<file path="config.mk">
export PLATFORM = sky130hd
export DESIGN_NAME = picorv_mem_arbiter
export DESIGN_NICKNAME = d
export VERILOG_FILES = /design/src/rtl/picorv_mem_arbiter.sv
export SDC_FILE = /design/constraint.sdc
export NUM_CORES = 1
export LEC_CHECK = 0
export ABC_AREA = 1
export BUFFER_PORTS_ARGS = -buffer_cell sky130_fd_sc_hd__buf_2
export CAP_MARGIN = 20
export CORE_UTILIZATION = 35
export CTS_CLUSTER_DIAMETER = 30
export DETAILED_ROUTE_END_ITERATION = 7
export SYNTH_ARGS = -nofsm -noshare
export SYNTH_HDL_FRONTEND = slang
export SYNTH_SLANG_ARGS = --single-unit
</file>
<file path="constraint.sdc">
create_clock -name clk -period 1.7 [get_ports clk]
set_clock_uncertainty 0.05 [all_clocks]
set_input_delay 0.255 -clock clk [delete_from_list [all_inputs] [get_ports clk]]
set_output_delay 0.255 -clock clk [all_outputs]
set_load 0.02 [all_outputs]
</file>
<file path="src/rtl/picorv_mem_arbiter.sv">
// Two-port memory arbiter in front of a single downstream (AHB adapter) request port.
// Round-robin or fixed-priority grant, registered downstream request, optional wait timeout.
module picorv_mem_arbiter #(
    parameter int unsigned RR_MODE        = 1,
    parameter int unsigned TIMEOUT_CYCLES = 256
) (
    input  logic        clk,
    input  logic        resetn,

    input  logic        m0_valid,
    input  logic        m0_instr,
    input  logic [31:0] m0_addr,
    input  logic [31:0] m0_wdata,
    input  logic [3:0]  m0_wstrb,
    output logic        m0_ready,
    output logic [31:0] m0_rdata,

    input  logic        m1_valid,
    input  logic        m1_instr,
    input  logic [31:0] m1_addr,
    input  logic [31:0] m1_wdata,
    input  logic [3:0]  m1_wstrb,
    output logic        m1_ready,
    output logic [31:0] m1_rdata,

    output logic        s_valid,
    output logic        s_instr,
    output logic [31:0] s_addr,
    output logic [31:0] s_wdata,
    output logic [3:0]  s_wstrb,
    input  logic        s_ready,
    input  logic [31:0] s_rdata,

    output logic        grant,
    output logic        timeout_err
);

    typedef enum logic [1:0] {StIdle, StBusy, StResp} state_e;

    localparam logic [15:0] ToLast =
        (TIMEOUT_CYCLES == 0) ? 16'hFFFF : 16'(TIMEOUT_CYCLES - 1);

    state_e      state_q, state_d;
    logic        s_valid_q, s_valid_d;
    logic        s_instr_q, s_instr_d;
    logic [31:0] s_addr_q, s_addr_d;
    logic [31:0] s_wdata_q, s_wdata_d;
    logic [3:0]  s_wstrb_q, s_wstrb_d;
    logic        grant_q, grant_d;
    logic        last_grant_q, last_grant_d;
    logic [15:0] wait_q, wait_d;
    logic        m0_ready_q, m0_ready_d;
    logic        m1_ready_q, m1_ready_d;
    logic [31:0] m0_rdata_q, m0_rdata_d;
    logic [31:0] m1_rdata_q, m1_rdata_d;
    logic        timeout_q, timeout_d;

    logic any_req;
    logic winner;
    logic timeout_hit;

    assign any_req     = m0_valid | m1_valid;
    assign timeout_hit = (TIMEOUT_CYCLES != 0) && (wait_q == ToLast);

    // Tie goes to the port not served last in round-robin mode, else to port 0.
    always_comb begin
        winner = 1'b0;
        if (m0_valid && m1_valid) begin
            winner = (RR_MODE != 0) ? ~last_grant_q : 1'b0;
        end else begin
            winner = m1_valid;
        end
    end

    always_ff @(posedge clk or negedge resetn) begin
        if (!resetn) begin
            state_q      <= StIdle;
            s_valid_q    <= 1'b0;
            s_instr_q    <= 1'b0;
            s_addr_q     <= 32'h0;
            s_wdata_q    <= 32'h0;
            s_wstrb_q    <= 4'h0;
            grant_q      <= 1'b0;
            last_grant_q <= 1'b1;
            wait_q       <= 16'h0;
            m0_ready_q   <= 1'b0;
            m1_ready_q   <= 1'b0;
            m0_rdata_q   <= 32'h0;
            m1_rdata_q   <= 32'h0;
            timeout_q    <= 1'b0;
        end else begin
            state_q      <= state_d;
            s_valid_q    <= s_valid_d;
            s_instr_q    <= s_instr_d;
            s_addr_q     <= s_addr_d;
            s_wdata_q    <= s_wdata_d;
            s_wstrb_q    <= s_wstrb_d;
            grant_q      <= grant_d;
            last_grant_q <= last_grant_d;
            wait_q       <= wait_d;
            m0_ready_q   <= m0_ready_d;
            m1_ready_q   <= m1_ready_d;
            m0_rdata_q   <= m0_rdata_d;
            m1_rdata_q   <= m1_rdata_d;
            timeout_q    <= timeout_d;
        end
    end

    always_comb begin
        state_d = state_q;
        unique case (state_q)
            StIdle: if (any_req) state_d = StBusy;
            StBusy: if (s_ready || timeout_hit) state_d = StResp;
            StResp: state_d = StIdle;
            default: state_d = StIdle;
        endcase
    end

    always_comb begin
        s_valid_d    = s_valid_q;
        s_instr_d    = s_instr_q;
        s_addr_d     = s_addr_q;
        s_wdata_d    = s_wdata_q;
        s_wstrb_d    = s_wstrb_q;
        grant_d      = grant_q;
        last_grant_d = last_grant_q;
        wait_d       = wait_q;
        m0_ready_d   = 1'b0;
        m1_ready_d   = 1'b0;
        m0_rdata_d   = 32'h0;
        m1_rdata_d   = 32'h0;
        timeout_d    = 1'b0;
        unique case (state_q)
            StIdle: begin
                if (any_req) begin
                    s_valid_d    = 1'b1;
                    s_instr_d    = winner ? m1_instr : m0_instr;
                    s_addr_d     = winner ? m1_addr  : m0_addr;
                    s_wdata_d    = winner ? m1_wdata : m0_wdata;
                    s_wstrb_d    = winner ? m1_wstrb : m0_wstrb;
                    grant_d      = winner;
                    last_grant_d = winner;
                    wait_d       = 16'h0;
                end
            end
            StBusy: begin
                // A completion on the expiry cycle wins over the timeout.
                if (s_ready || timeout_hit) begin
                    s_valid_d  = 1'b0;
                    m0_ready_d = ~grant_q;
                    m1_ready_d = grant_q;
                    timeout_d  = ~s_ready;
                    if (s_ready) begin
                        m0_rdata_d = grant_q ? 32'h0 : s_rdata;
                        m1_rdata_d = grant_q ? s_rdata : 32'h0;
                    end
                end else begin
                    wait_d = wait_q + 16'h1;
                end
            end
            StResp: begin
            end
            default: begin
            end
        endcase
    end

    assign s_valid     = s_valid_q;
    assign s_instr     = s_instr_q;
    assign s_addr      = s_addr_q;
    assign s_wdata     = s_wdata_q;
    assign s_wstrb     = s_wstrb_q;
    assign grant       = grant_q;
    assign timeout_err = timeout_q;
    assign m0_ready    = m0_ready_q;
    assign m1_ready    = m1_ready_q;
    assign m0_rdata    = m0_rdata_q;
    assign m1_rdata    = m1_rdata_q;

endmodule
</file>
Word level (Yosys, flattened, before mapping)

Cells that the tools add are included.

Output and inout bits: 138
Register bits after elaboration: 157
Bits of input ports: 175
Word-level logic and storage cells: 60

Bitwise gates (word level): 4
Add/sub/neg operators: 1
Mux-type cells: 28
Equality and inequality tests: 5
Reductions and logical operators: 8

Operator list:

| kind                  | number |
|---|---|
| $mux 32               | 10 |
| $mux 16               | 2 |
| $pmux 16 s2           | 1 |
| $add 16x1->16 const B | 1 |
| $eq 16x8->1 const B   | 1 |
| $mux 1                | 10 |
| $ne 2x2->1 const B    | 3 |
| $reduce_and 3->1      | 2 |
| $mux 2                | 2 |
| $mux 4                | 1 |
| $pmux 2 s2            | 1 |
| $reduce_and 2->1      | 2 |
| $not 1->1             | 3 |
| $eq 2x1->1 const B    | 1 |
| $logic_not 2->1       | 1 |
| $pmux 1 s2            | 1 |
| $reduce_bool 2->1     | 1 |
| $logic_and 1x1->1     | 1 |
| $logic_or 1x1->1      | 1 |
| $or 1x1->1            | 1 |

Longest topological paths before layout

Depth after elaboration: 4
Mapped depth: 11
Mapped depth without buffers: 10

Worst setup path before layout

OpenSTA, ideal clock, no wires.

Path kind: register to register
Start: register wait_q[1]
End: register wait_q[11]
Arrival: 1.364 ns
Cell stages (with the launch flop): 12
Setup slack: 0.169 ns
Path buffers: 1
Data required time: 1.533 ns
Clock period less this slack: 1.531 ns
Path through: dfrtp_1 > ha_1 > nand2_1 > nor2_2 > nand2_2 > inv_2 > nand2_2 > nand3_4 > nand2_4 > buf_6 > nand2_1 > nand2_1

Word-level cells in the longest chain between the ends: 4
Elaborated cells on any way between the ends: 7
Classes of those cells: add/sub (1); eq/ne (2); mux (2); reduce/logical (2)

RTL lines:

| item                                                                  | line | text |
|---|---|---|
| start, declared                                                       | 51   | `logic [15:0] wait_q, wait_d;` |
| start signal, assigned                                                | 100  | `wait_q <= wait_d;` |
| parallel branches: the longest is 4 deep, another holds $add 16x1->16 | -    |  |

Several ways; the timed one is not identified. The select of a mux whose other input is x is not followed.
A chain may end at the register's enable or synchronous reset.

Worst setup path in the final report

Start: register last_grant_q
End: register s_wdata_q[26] (netlist: s_wdata[26])

Word-level cells in the longest chain between the ends: 3

RTL lines:

| item                   | line | text |
|---|---|---|
| start, declared        | 50   | `logic last_grant_q, last_grant_d;` |
| start signal, assigned | 99   | `last_grant_q <= last_grant_d;` |
| $not 1->1              | 69   | `winner = (RR_MODE != 0) ? ~last_grant_q : 1'b0;` |
| $mux 1                 | 68   | `if (m0_valid && m1_valid) begin` |
| $mux 32                | 139  | `s_wdata_d = winner ? m1_wdata : m0_wdata;` |
| end signal, assigned   | 96   | `s_wdata_q <= s_wdata_d;` |
| end, declared          | 47   | `logic [31:0] s_wdata_q, s_wdata_d;` |

No other way between the ends.

==> flow_summary_export.csv <==
group,metric,value,unit
synth,synth_area_leader_cell,"dfrtp_1",
cells_and_area,diodes,0,
status,status,"finished with violations",
global_route,antenna_found_initial,2,
worst_setup_path,critPathCaptureType,"register",
worst_setup_path,rr_worst_depth,6,
worst_setup_path,reg2reg_to,"s_wdata[26]",
power_and_ir_drop,p_leak,4.889,nW
sta,worstMarginPinSlew,0.5204,ns
drt,wirelength,18780,um
worst_setup_path,required,1.95,ns
floorplan,core,18150,um^2
min_path,hp-start,"s_rdata[29]",
drt,ant_nets,0,
sta,fmax,652.2,MHz
drt,drc,22,
global_route,use_met1,0.2474,
synth,synth_seq_cells,157,
cells_and_area,fin_area,9171,um^2
sta,rsz0062_at_grt,"false",
cells_and_area,fin_nets,1239,
synth,yosysSeqAreaShare,0.5992,
floorplan,die_h,138.9,um
drt,wl_per_cell,14.39,um
synth,synthTopCellsByCount,"156 x dfrtp_1, 139 x nand2_1, 130 x o21ai_0",
clock_network,cts_tree,"yes",
global_route,grtUsageTotal,0.2021,
worst_setup_path,r2r_setup_slack,0.17,ns
synth,post_synth_fa_ha_maj_area_fraction,0.001908,
synth,synth_area_leaders,"dfrtp_1 60%, o21ai_0 9.9%, nand2_1 8.0%",
sta,setup_viol,0,
worst_setup_path,r2r_start,"last_grant_q",
clock_network,clk_latency,0.42,ns
power_and_ir_drop,p_per_area,1621,nW/um^2
global_route,gr-total-overflow,0,
clock_network,clock_path_buffers,2,
placement,dp_hpwl,13270,um
synth,synth_area,6559,um^2
synth,synth_area_per_cell,8.804,um^2
cells_and_area,drive_gt1_frac,0.3578,
drt,vias,6100,
power_and_ir_drop,ir_drop,0.0008069,V
synth,muxShareOfSynthArea,0,
synth,syn_nets,921,
synth,ys.warnings.count,0,
floorplan,start_util,0.3614,
status,violations,"DRC",
drt,first_iter_violations,202,
min_path,hold_path.class,"in2reg",
sta,hold_viol,0,
min_path,min_to,"m0_rdata[29]",
clock_network,cts.htree.levels,4,
worst_setup_path,critical_path_arrival,1.79,ns
power_and_ir_drop,total_power,14.86,mW
drt,vias_per_cell,4.674,
global_route,busiest_layer,"met2",
sta,finalMaxSlewViolations,0,
drt,drtPass1Iterations,6,
sta,fin_hold_ws,0.02519,ns
synth,synthFlopType,"dfrtp_1",
synth,synth_simple_gate_area_frac,0.2182,
placement,port_buffers,312,
worst_setup_path,crit_path_max_fanout,44,
placement,postPlaceCellArea,8499,um^2
floorplan,die-width,138.9,um
global_route,grt_max_degree,63,
min_path,min_path_cells,3,
clock_network,cts_sinks,157,
worst_setup_path,critical_path_class,"reg2reg",
global_route,grt_use_met2,0.3339,
floorplan,row_count,49,
synth,synth_top_cell_area_share,0.5952,
cells_and_area,synthToLayoutAreaGrowth,39.83,%
sta,slew_headroom,0.6530,
global_route,grt_pass1_vias,5987,
floorplan,ios,313,
synth,synth_top_family_by_area,"simple AND/OR/NAND/NOR gates",
worst_setup_path,start_kind,"register",
synth,synth_compound_area_frac,0.1127,
sta,period_share,0.9020,
clock_network,ctsRootBufferMaster,"clkbuf_16",
placement,place_congestion,0.7881,
clock_network,cts.clk_slew.worst_paths,0.07,ns
synth,synth-async-reset-ratio,1.000,
clock_network,cts_buffers,17,
sta,finalSetupTns,0,ns
global_route,grt_pass1_wl,30850,um
floorplan,die_area,19290,um^2
synth,syn_inst,745,
synth,synth.most_common_cell,"dfrtp_1",
global_route,met3_usage,0.06941,
synth,synth-edff-count,0,
synth,yosysUniqueCellTypes,26,
synth,synth_xor_area_frac,0.006677,
run,maxCapViolations,0,
sta,period_needed,1.533,ns
==> placed cells by master (no fill, tap or decap), types with 4 or more instances in the layout <==
cell,netlist,final
clkinv_8,0,4
inv_8,0,6
nand2_2,3,4
buf_2,12,311
dlygate4sd3_1,0,7
nand2_1,139,138
nand3_1,19,19
clkbuf_16,0,17
buf_12,0,7
inv_1,50,48
dfrtp_1,156,156
o21ai_1,13,14
o21ai_0,130,129
buf_4,1,19
nor3_1,68,68
nand4_1,5,5
nor2_1,99,98
==> report_power, final <==
part	internal, mW	switching (mW)	leakage [nW]	total [mW]
clock	1.98	1.78	0.286	3.77
combinational	1.83	3.89	2.56	5.73
sequential	4.85	0.521	2.04	5.37
==> area by class of cell <==
type / count / area [um^2]
timing repair buffer: 345 / 1921
multi-input combinational: 490 / 2240
clock inverter: 15 / 173.9
inverter: 52 / 195.2
fill: 1783 / 8976
sequential: 157 / 3930
clock buffer: 17 / 425.4
tap: 229 / 286.5
==> flip-flops by register name, summed over array words and instances, names as in the netlist <==
| signal | cells |
|---|---|
| s_instr | 1 |
| grant | 1 |
| timeout_err | 1 |
| s_valid | 1 |
| s_wstrb | 4 |
| m1_ready | 1 |
| wait_q | 16 |
| last_grant_q | 1 |
| s_addr | 32 |
| m0_rdata | 32 |
| state_q | 2 |
| s_wdata | 32 |
| m1_rdata | 32 |
| m0_ready | 1 |
==> cells by family after synthesis <==
kind of cell,Yosys count
and+or+nand+nor,338
buffers and inverters,98
DFF,157
AOI/OAI and AO/OA,146
xor gates and xnor gates,5
adders and majority gates,1
==> layer usage <==
| layer | vias to the layer above | wire length, um |
|---|---|---|
| met5 | - | 22 |
| met4 | 4 | 278 |
| met3 | 22 | 1543 |
| met2 | 223 | 9142 |
| met1 | 2798 | 7797 |
| li1 | 3053 | - |
==> timing repair <==
action	4_1_cts	5_1_grt
gates resized for setup	0	2
setup endpoints to repair	0	12
setup buffers	0	0
endpoints found under the hold margin	44	0
hold buffers	7	0
==> metrics by stage <==
step,setup slack (ns),instances,util
floorplan,0.1690,745,-
global placement,0.1369,1266,0.4684
detailed placement,0.1233,1266,0.4684
CTS,0.1577,1305,0.5052
global route,0.004852,1305,0.5054
finish,0.1666,1305,0.5054
==> worst max-delay path by stage <==
stage / slack, ns / cells past startpoint / from / endpoint
finish: 0.17 / 6 / last_grant_q / s_wdata[26]
floorplan: 0.17 / 11 / wait_q[1] / wait_q[11]
CTS: 0.16 / 5 / state_q[0] / wait_q[0]
global route: 0.005 / 6 / last_grant_q / s_addr[20]
detailed placement: 0.12 / 6 / m1_valid / wait_q[12]
global placement: 0.14 / 6 / m1_valid / wait_q[12]
==> worst max-delay path: stages (launching register included) <==
cell	delay, ns
dfstp_2	0.53
nand2_1	0.06
nand2_2	0.10
clkinv_1	0.09
buf_4	0.25
o21ai_0	0.20
o21ai_0	0.10
Power figures use the tool's default switching activity.
